===== src/rtl/serv_ibus_bytefetch.sv =====
// serv_ibus_bytefetch
// Answers 32-bit instruction fetches from a byte-wide synchronous memory.
// A miss reads four bytes in a row and builds the word in little-endian order.
// A one-word buffer (tag + valid) lets a repeat fetch of the same word
// be acknowledged one cycle after the request.
// Fetch address bits above AW-1 are ignored, so the memory repeats (aliases)
// across the address space.

module serv_ibus_bytefetch #(
   parameter int AW       = 12,
   parameter bit WITH_BUF = 1'b1
) (
   input  logic          clk,
   input  logic          i_rst,
   input  logic [31:0]   i_ibus_adr,
   input  logic          i_ibus_cyc,
   output logic [31:0]   o_ibus_rdt,
   output logic          o_ibus_ack,
   input  logic          i_inv,
   output logic [AW-1:0] o_mem_adr,
   output logic          o_mem_rd,
   input  logic [7:0]    i_mem_rdt
);

   localparam logic [1:0] S_IDLE  = 2'd0;
   localparam logic [1:0] S_FETCH = 2'd1;
   localparam logic [1:0] S_LAST  = 2'd2;
   localparam logic [1:0] S_ACK   = 2'd3;

   logic [1:0]    r_state;
   logic [AW-3:0] r_word;
   logic [1:0]    r_cnt;
   logic [AW-3:0] r_tag;
   logic          r_valid;
   logic          r_invSeen;
   logic [31:0]   r_rdt;
   logic          r_ack;

   logic          w_hit;
   logic          w_miss;
   logic          w_unused;

   // The byte-lane bits and the aliased upper address bits never affect the word fetched
   assign w_unused = ^{i_ibus_adr[31:AW], i_ibus_adr[1:0]};

   // A hit needs a valid buffered word with a matching tag.
   // An invalidate in the same cycle turns the hit into a miss.
   assign w_hit  = WITH_BUF && r_valid && !i_inv && (i_ibus_adr[AW-1:2] == r_tag);
   assign w_miss = (r_state == S_IDLE) && i_ibus_cyc && !w_hit;

   // Memory reads happen only in FETCH.
   // The byte address is the latched word address plus the byte counter.
   assign o_mem_rd   = (r_state == S_FETCH);
   assign o_mem_adr  = {r_word, r_cnt};
   assign o_ibus_rdt = r_rdt;
   assign o_ibus_ack = r_ack;

   // Main sequencer.
   // The ack register is set only on entry to ACK, so it stays high for exactly one cycle.
   always_ff @(posedge clk or posedge i_rst) begin
      if (i_rst) begin
         r_state <= S_IDLE;
         r_ack   <= 1'b0;
      end else begin
         r_ack <= 1'b0;
         case (r_state)
            S_IDLE: begin
               if (i_ibus_cyc) begin
                  if (w_hit) begin
                     r_state <= S_ACK;
                     r_ack   <= 1'b1;
                  end else begin
                     r_state <= S_FETCH;
                  end
               end
            end
            S_FETCH: begin
               if (r_cnt == 2'd3) begin
                  r_state <= S_LAST;
               end
            end
            S_LAST: begin
               if (i_ibus_cyc) begin
                  r_state <= S_ACK;
                  r_ack   <= 1'b1;
               end else begin
                  r_state <= S_IDLE;
               end
            end
            S_ACK: begin
               r_state <= S_IDLE;
            end
            default: begin
               r_state <= S_IDLE;
            end
         endcase
      end
   end

   // Latch the word address when a miss starts.
   // Step the byte counter once per read; it wraps back to zero as FETCH ends.
   always_ff @(posedge clk or posedge i_rst) begin
      if (i_rst) begin
         r_word <= '0;
         r_cnt  <= 2'd0;
      end else if (w_miss) begin
         r_word <= i_ibus_adr[AW-1:2];
         r_cnt  <= 2'd0;
      end else if (r_state == S_FETCH) begin
         r_cnt <= r_cnt + 2'd1;
      end
   end

   // Memory data arrives one cycle after each read.
   // Lane cnt-1 is filled during FETCH; the last byte is filled in LAST.
   always_ff @(posedge clk or posedge i_rst) begin
      if (i_rst) begin
         r_rdt <= '0;
      end else if (r_state == S_FETCH) begin
         case (r_cnt)
            2'd1:    r_rdt[7:0]   <= i_mem_rdt;
            2'd2:    r_rdt[15:8]  <= i_mem_rdt;
            2'd3:    r_rdt[23:16] <= i_mem_rdt;
            default: r_rdt        <= r_rdt;
         endcase
      end else if (r_state == S_LAST) begin
         r_rdt[31:24] <= i_mem_rdt;
      end
   end

   // Track whether an invalidate arrived while a fetch was in progress.
   // If one did, the completed word must not be marked valid.
   always_ff @(posedge clk or posedge i_rst) begin
      if (i_rst) begin
         r_invSeen <= 1'b0;
      end else if (w_miss) begin
         r_invSeen <= 1'b0;
      end else if (((r_state == S_FETCH) || (r_state == S_LAST)) && i_inv) begin
         r_invSeen <= 1'b1;
      end
   end

   // Update the buffer tag and valid flag.
   // An invalidate always wins.
   // Otherwise a fetch that completes cleanly fills the buffer, even without an ack.
   always_ff @(posedge clk or posedge i_rst) begin
      if (i_rst) begin
         r_valid <= 1'b0;
         r_tag   <= '0;
      end else if (i_inv) begin
         r_valid <= 1'b0;
      end else if (WITH_BUF && (r_state == S_LAST) && !r_invSeen) begin
         r_valid <= 1'b1;
         r_tag   <= r_word;
      end
   end

endmodule

===== config.mk =====
export PLATFORM = sky130hd
export DESIGN_NAME = serv_ibus_bytefetch
export DESIGN_NICKNAME = d
export VERILOG_FILES = /design/src/rtl/serv_ibus_bytefetch.sv
export SDC_FILE = /design/constraint.sdc
export NUM_CORES = 1
export LEC_CHECK = 0
export ABC_AREA = 1
export CORE_MARGIN = 3
export CORE_UTILIZATION = 41
export DETAILED_ROUTE_END_ITERATION = 8
export GPL_TIMING_DRIVEN = 0
export HOLD_SLACK_MARGIN = 0.03
export PLACE_DENSITY = 0.77
export SYNTH_ARGS = -nofsm -noshare
export SYNTH_HDL_FRONTEND = slang
export SYNTH_SLANG_ARGS = --single-unit
export TNS_END_PERCENT = 100

===== constraint.sdc =====
create_clock -name clk -period 1.82 [get_ports clk]
set_input_delay 0.364 -clock clk [delete_from_list [all_inputs] [get_ports clk]]
set_output_delay 0.364 -clock clk [all_outputs]
set_load 0.05 [all_outputs]

---- Word level (Yosys, flattened, before mapping) ----
Cells that the tools add are included.
Widths: inputs -> output; s select.
storage, ports and cells
  register bits ........................... 59
  logic and storage cells ................. 58
operators by class
  add/subtract/negate cells ............... 1
  eq/ne operators ......................... 9
  muxes and demuxes ....................... 15
  bitwise logic cells ..................... 2
  reductions and logical operators ........ 20
operators by type and width
  operator             count
  $mux 2               6
  $reduce_and 2->1     6
  $eq 10x10->1         1
  $eq 2x2->1 const B   4
  $pmux 2 s4           1
  $mux 1               7
  $logic_and 1x1->1    6
  $reduce_bool 2->1    3
  $eq 2x1->1 const B   2
  $logic_not 1->1      3
  $add 2x1->2 const B  1
  $logic_not 2->1      1
  $ne 2x1->1 const B   1
  $ne 2x2->1 const B   1
  $not 1->1            2
  $pmux 1 s2           1
  $logic_or 1x1->1     1

---- Logic depth before layout (Yosys ltp) ----
  depth after elaboration ................. 6
  mapped depth ............................ 10
  gate-level depth less buffers ........... 10

---- Worst setup path after synthesis ----
OpenSTA, ideal clock, no wires.
  path type ............................... register to register
  start point ............................. register r_state[1]
  end point ............................... register r_rdt[16], in the netlist o_ibus_rdt[16]
  setup time .............................. 0.131 ns
  arrival time ............................ 1.612 ns
  data required time ...................... 1.689 ns
  setup slack ............................. 0.078 ns
  cell stages (with the launch flop) ...... 7
  path buffers ............................ 1
  period minus slack after synthesis ...... 1.742 ns
  cells stage by stage .................... dfrtp_1 > inv_1 > ha_1 > nand2_1 > clkbuf_1 > nand2_1 > o21ai_0
between the ends
  word-level cells in the longest chain between the ends .. 2
ends and longest elaborated chain
  element                     RTL line  RTL
  from (decl)                 30        logic [1:0] r_state;
  from (signal assigned)      62        r_state <= S_IDLE;
  from (signal assigned)      70        r_state <= S_ACK;
  from (signal assigned)      73        r_state <= S_FETCH;
  $eq 2x1->1                  n/a
  net o_mem_rd                21        output logic o_mem_rd,
  $reduce_and 2->1 (no line)  n/a
  to (signal assigned)        123       2'd3: r_rdt[23:16] <= i_mem_rdt;
  to (signal assigned)        124       default: r_rdt <= r_rdt;
  to (decl)                   36        logic [31:0] r_rdt;
The timed path passes the listed nets, and every way through them passes these cells.
A chain may end at the register's enable or synchronous reset.

---- Worst setup path after layout ----
  start point ............................. register r_state[1]
  end point ............................... output o_mem_rd
between the ends
  word-level cells in the longest chain between the ends .. 1
ends and longest elaborated chain
  element     RTL line  RTL
  $eq 2x1->1  53        assign o_mem_rd = (r_state == S_FETCH);
  to (decl)   21
Every way passes these cells.

==> results <==
- The number of design-rule violations left by the first detailed-router iteration is 125.
- The die is 85.4 um tall.
- The number of synthesized register bits is 59.
- The number of fill cells in the layout is 540.
- The smallest clock period supported by the final layout is computed as 1.71 ns.
- The netlist uses 27 different library cells.
- Buffers inserted during clock tree synthesis total 9.
- In the final layout, the share of cells above drive strength 1 is 0.105.
- The clock passes through at most 2 buffers.
- The completed layout was analyzed and its total power is 0.00750 W.
- The utilization after layout is 0.585.
- After the last flow step, the layout net total stands at 416.
- The global-route total usage across every layer is 0.182.
- Ranked by instance count, the synthesized netlist is headed by nand2_1 (82), dfrtp_1 (59), inv_1 (34).
- The initial antenna violation count is 0.
- In this run the cell area of the synthesized design comes to 0.00258 mm2.
- The count of pins over their slew limit came to 0.
- The count of flip-flops with a built-in enable after synthesis is 0.
- The global-route congestion overflow total is 0.
- The power density of the placed cells is 2130 mW/mm2.
- At the worst endpoint, the arrival time is 1.34 ns.
- On the worst path, the slowest cell contributes a delay of 0.40 ns.
- Yosys printed 0 warnings.
- The clock latency on the worst-skew pair is 0.33 ns.
- For this run, design rule violations remaining after detail routing come to 0.
- The number of antenna diodes in the final layout is 0.
- The final layout contains routed wiring with a total length of 6.19 mm.
- The cell type contributing the most total cell area after synthesis is dfrtp_1.
- The category of the worst setup path launch point is a flip-flop.
- Input and output buffers added on the ports amount to 67.
- Setup violations remaining at the end of the flow were counted as 0.
- In this run the count of I/O pins placed on the die edge is 90.
- The type of the most critical hold path is input port to async pin.
- The first detailed-routing pass took 4 iterations.
- Counting every instance in the synthesized netlist gives 286.
- The first global-routing pass estimated 10.4 mm of wire.
- The level count of the clock H-tree is 3.
- The final weighted congestion in routability-driven placement is 0.774.
- Clock-pin slew was measured on the worst setup and hold paths at 0.07 ns.
- The slowest library cell on the worst path is dfrtp_1.
- The start-to-end type of the worst setup path is flip-flop to primary output.
- The fraction of synthesis flops using an asynchronous set or reset pin is 1.00.
- For the final database, setup skew stands at 0.00905 ns.
- The proportion of synthesized chip area in sequential cells is 0.571.
- After clock tree synthesis, the setup repair step added 0 buffers.
- The final standard cell count with taps included and fillers excluded is 445.
- In this run the mean area of a mapped cell was 9.03 um2.
- The peak ir drop on the vdd network is 1130 uV.
- The cell count after placement is 428.
- By area the synthesized netlist is led by dfrtp_1 (57%), nand2_1 (12%), o21ai_0 (5.0%).
- In this run the remaining antenna-violating nets after routing total 0.
- For this configuration, the core starts out at a cell density of 0.429.
- The flow ran to the end, and the final reports show no timing, DRC or antenna violations.
- The hold violation total from the final report is 0.
- STA classifies the critical path endpoint as a primary output.
- The dominant cell by count in the synthesized netlist is nand2_1.
- The CTS root buffer is clkbuf_8.
- TritonCTS built the clock tree.
- The number of global-route vias before repair came to 2,143.
- The detailed-route vias per instance is 4.79.
- Dividing the final minimum period by the clock period gives 0.937.
- The routed wire length per instance is 13.9 um.
- The number of hold buffers added after cts is 0.
- The floorplan die width is 85.4 um.
- The signal on the critical path passes through inv_1 > ha_2 > clkbuf_4.
- The analysis attributes to cell leakage a power of 1.84 nW.
- The share of Yosys cell area claimed by the top area cell type is 0.571.
- The count of clock tree sinks is 59.
- The highest achievable clock rate is 586 MHz.
- At the pin with the least slew margin, the transition time is 0.531 ns.
- The area growth from synthesis to layout is 36.5%.
- The area enclosed by the die boundary is 0.00729 mm2.
- The number of nets in the synthesized netlist is 337.
- The required time at the endpoint of the critical path is 1.46 ns.
- Setup repair after global routing left no endpoint under its margin.
- Summing over every cut layer, the via total after detailed routing is 2,130.
- The dominant register cell in the synthesized netlist is dfrtp_1.
- In this run the tightest slew margin relative to its limit is 0.647.
- The largest net degree at the start of global routing is 60.
- The highest fanout seen on the critical path is 6.
- After floorplanning, the core was sized to cover 0.00603 mm2.
- Summed over all nets, the half-perimeter wirelength after detailed placement is 4.42 mm.
- The number of maximum-capacitance constraint violations is 0.
- After floorplanning, the core was divided into 28 placement rows.
==> layout make-up <==
cell class	count	area (um2)	share of cell area
Timing Repair Buffer	68	632	0.179
Inverter	37	143	0.0405
Clock buffer	12	135	0.0383
Sequential cell	59	1480	0.419
Buffer	8	50.0	0.0142
Clock inverter	4	75.1	0.0213
Multi-Input combinational cell	182	921	0.261
Tap cell	75	93.8	0.0266
==> worst max-delay path, delay by kind of cell (launching register included) <==
kind       cells  cell delay (ns)
fa+ha+maj      1             0.25
buf+inv        2             0.35
flops          1             0.40
==> repair_timing <==
item                       4_1_cts  5_1_grt
setup endpoints to repair       46        1
pin swaps                        0        0
resized for setup               50        2
==> power breakdown <==
group / switching [W] / total (W) / leakage (nW) / internal [W]
clock network: 0.000519 / 0.00129 / 0.0968 / 0.000773
registers: 0.000364 / 0.00231 / 0.701 / 0.00194
logic: 0.00287 / 0.00390 / 1.04 / 0.00103
total: 0.00375 / 0.00750 / 1.84 / 0.00375
==> cells in the final DEF, fill, tap and decap left out <==
cell             instances
nand3_2                  2
buf_6                    1
ha_2                     1
inv_1                   33
clkbuf_1                 7
nand2_2                  4
bufinv_16                2
buf_2                    2
nand2_1                 82
buf_12                   1
nor2_2                   2
clkbuf_4                 1
xor2_1                   1
nand3_4                  1
a31oi_1                  1
nor2_4                   2
o22ai_1                  1
dlygate4sd2_1           45
o21ai_0                 26
ha_1                     6
xnor2_1                  1
a21boi_0                 1
nor2_1                  19
inv_2                    2
clkinv_1                 1
clkinvlp_4               3
clkbuf_8                10
dfrtp_1                 59
nand3_1                  9
a21oi_2                  2
nand2_4                  1
mux2_2                   2
clkdlybuf4s50_1         21
a21oi_1                 18
==> flip-flops by register name, indices dropped and copies added, names as in the netlist <==
register,flops
r_cnt,2
o_ibus_ack,1
r_valid,1
r_state,2
r_word,10
r_invSeen,1
r_tag,10
o_ibus_rdt,32
==> per-layer routing <==
metal / GRT usage / routed length (um)
met1: 0.237 / 2780
met2: 0.295 / 3090
met3: 0.0350 / 183
met4: 0.0777 / 131
met5: 0 / 0
==> logic make-up (layout without fill, tap and decap cells) <==
logic type / count (synthesis) / count (layout) / synth area share
AOI/OAI and AO/OA: 49 / 49 / 0.0998
DFF: 59 / 59 / 0.571
adders and majority gates: 7 / 7 / 0.0339
muxes: 2 / 2 / 0.00872
xor gates and xnor gates: 2 / 2 / 0.00678
buffers and inverters: 45 / 129 / 0.0731
and+or+nand+nor: 122 / 122 / 0.206
==> path summary, 6_finish.rpt <==
kind                                     from             end  slack, ns  depth (start not counted)
worst min-delay path                    i_rst  o_ibus_rdt[22]       0.36                          2
worst max register to register     r_state[0]        r_tag[9]       0.22                          6
max in group asynchronous               i_rst       r_word[4]       0.92                          3
min in group clk                o_ibus_rdt[6]   o_ibus_rdt[6]       0.48                          2
worst max-delay path               r_state[1]        o_mem_rd       0.11                          3
worst min register to register  o_ibus_rdt[6]   o_ibus_rdt[6]       0.48                          2
==> per-stage QoR <==
stage	hold WS, ns	cell area (um2)	TNS [ns]	setup slack, ns
2_1_floorplan	0.460	2590	0	0.0777
3_3_place_gp	0.465	3350	-0.125	-0.125
3_5_place_dp	0.472	3350	-0.361	-0.148
4_1_cts	0.485	3500	0	0.0290
5_1_grt	0.391	3530	0	0.0319
6_report	0.364	3530	0	0.114
Power figures use the tool's default switching activity.
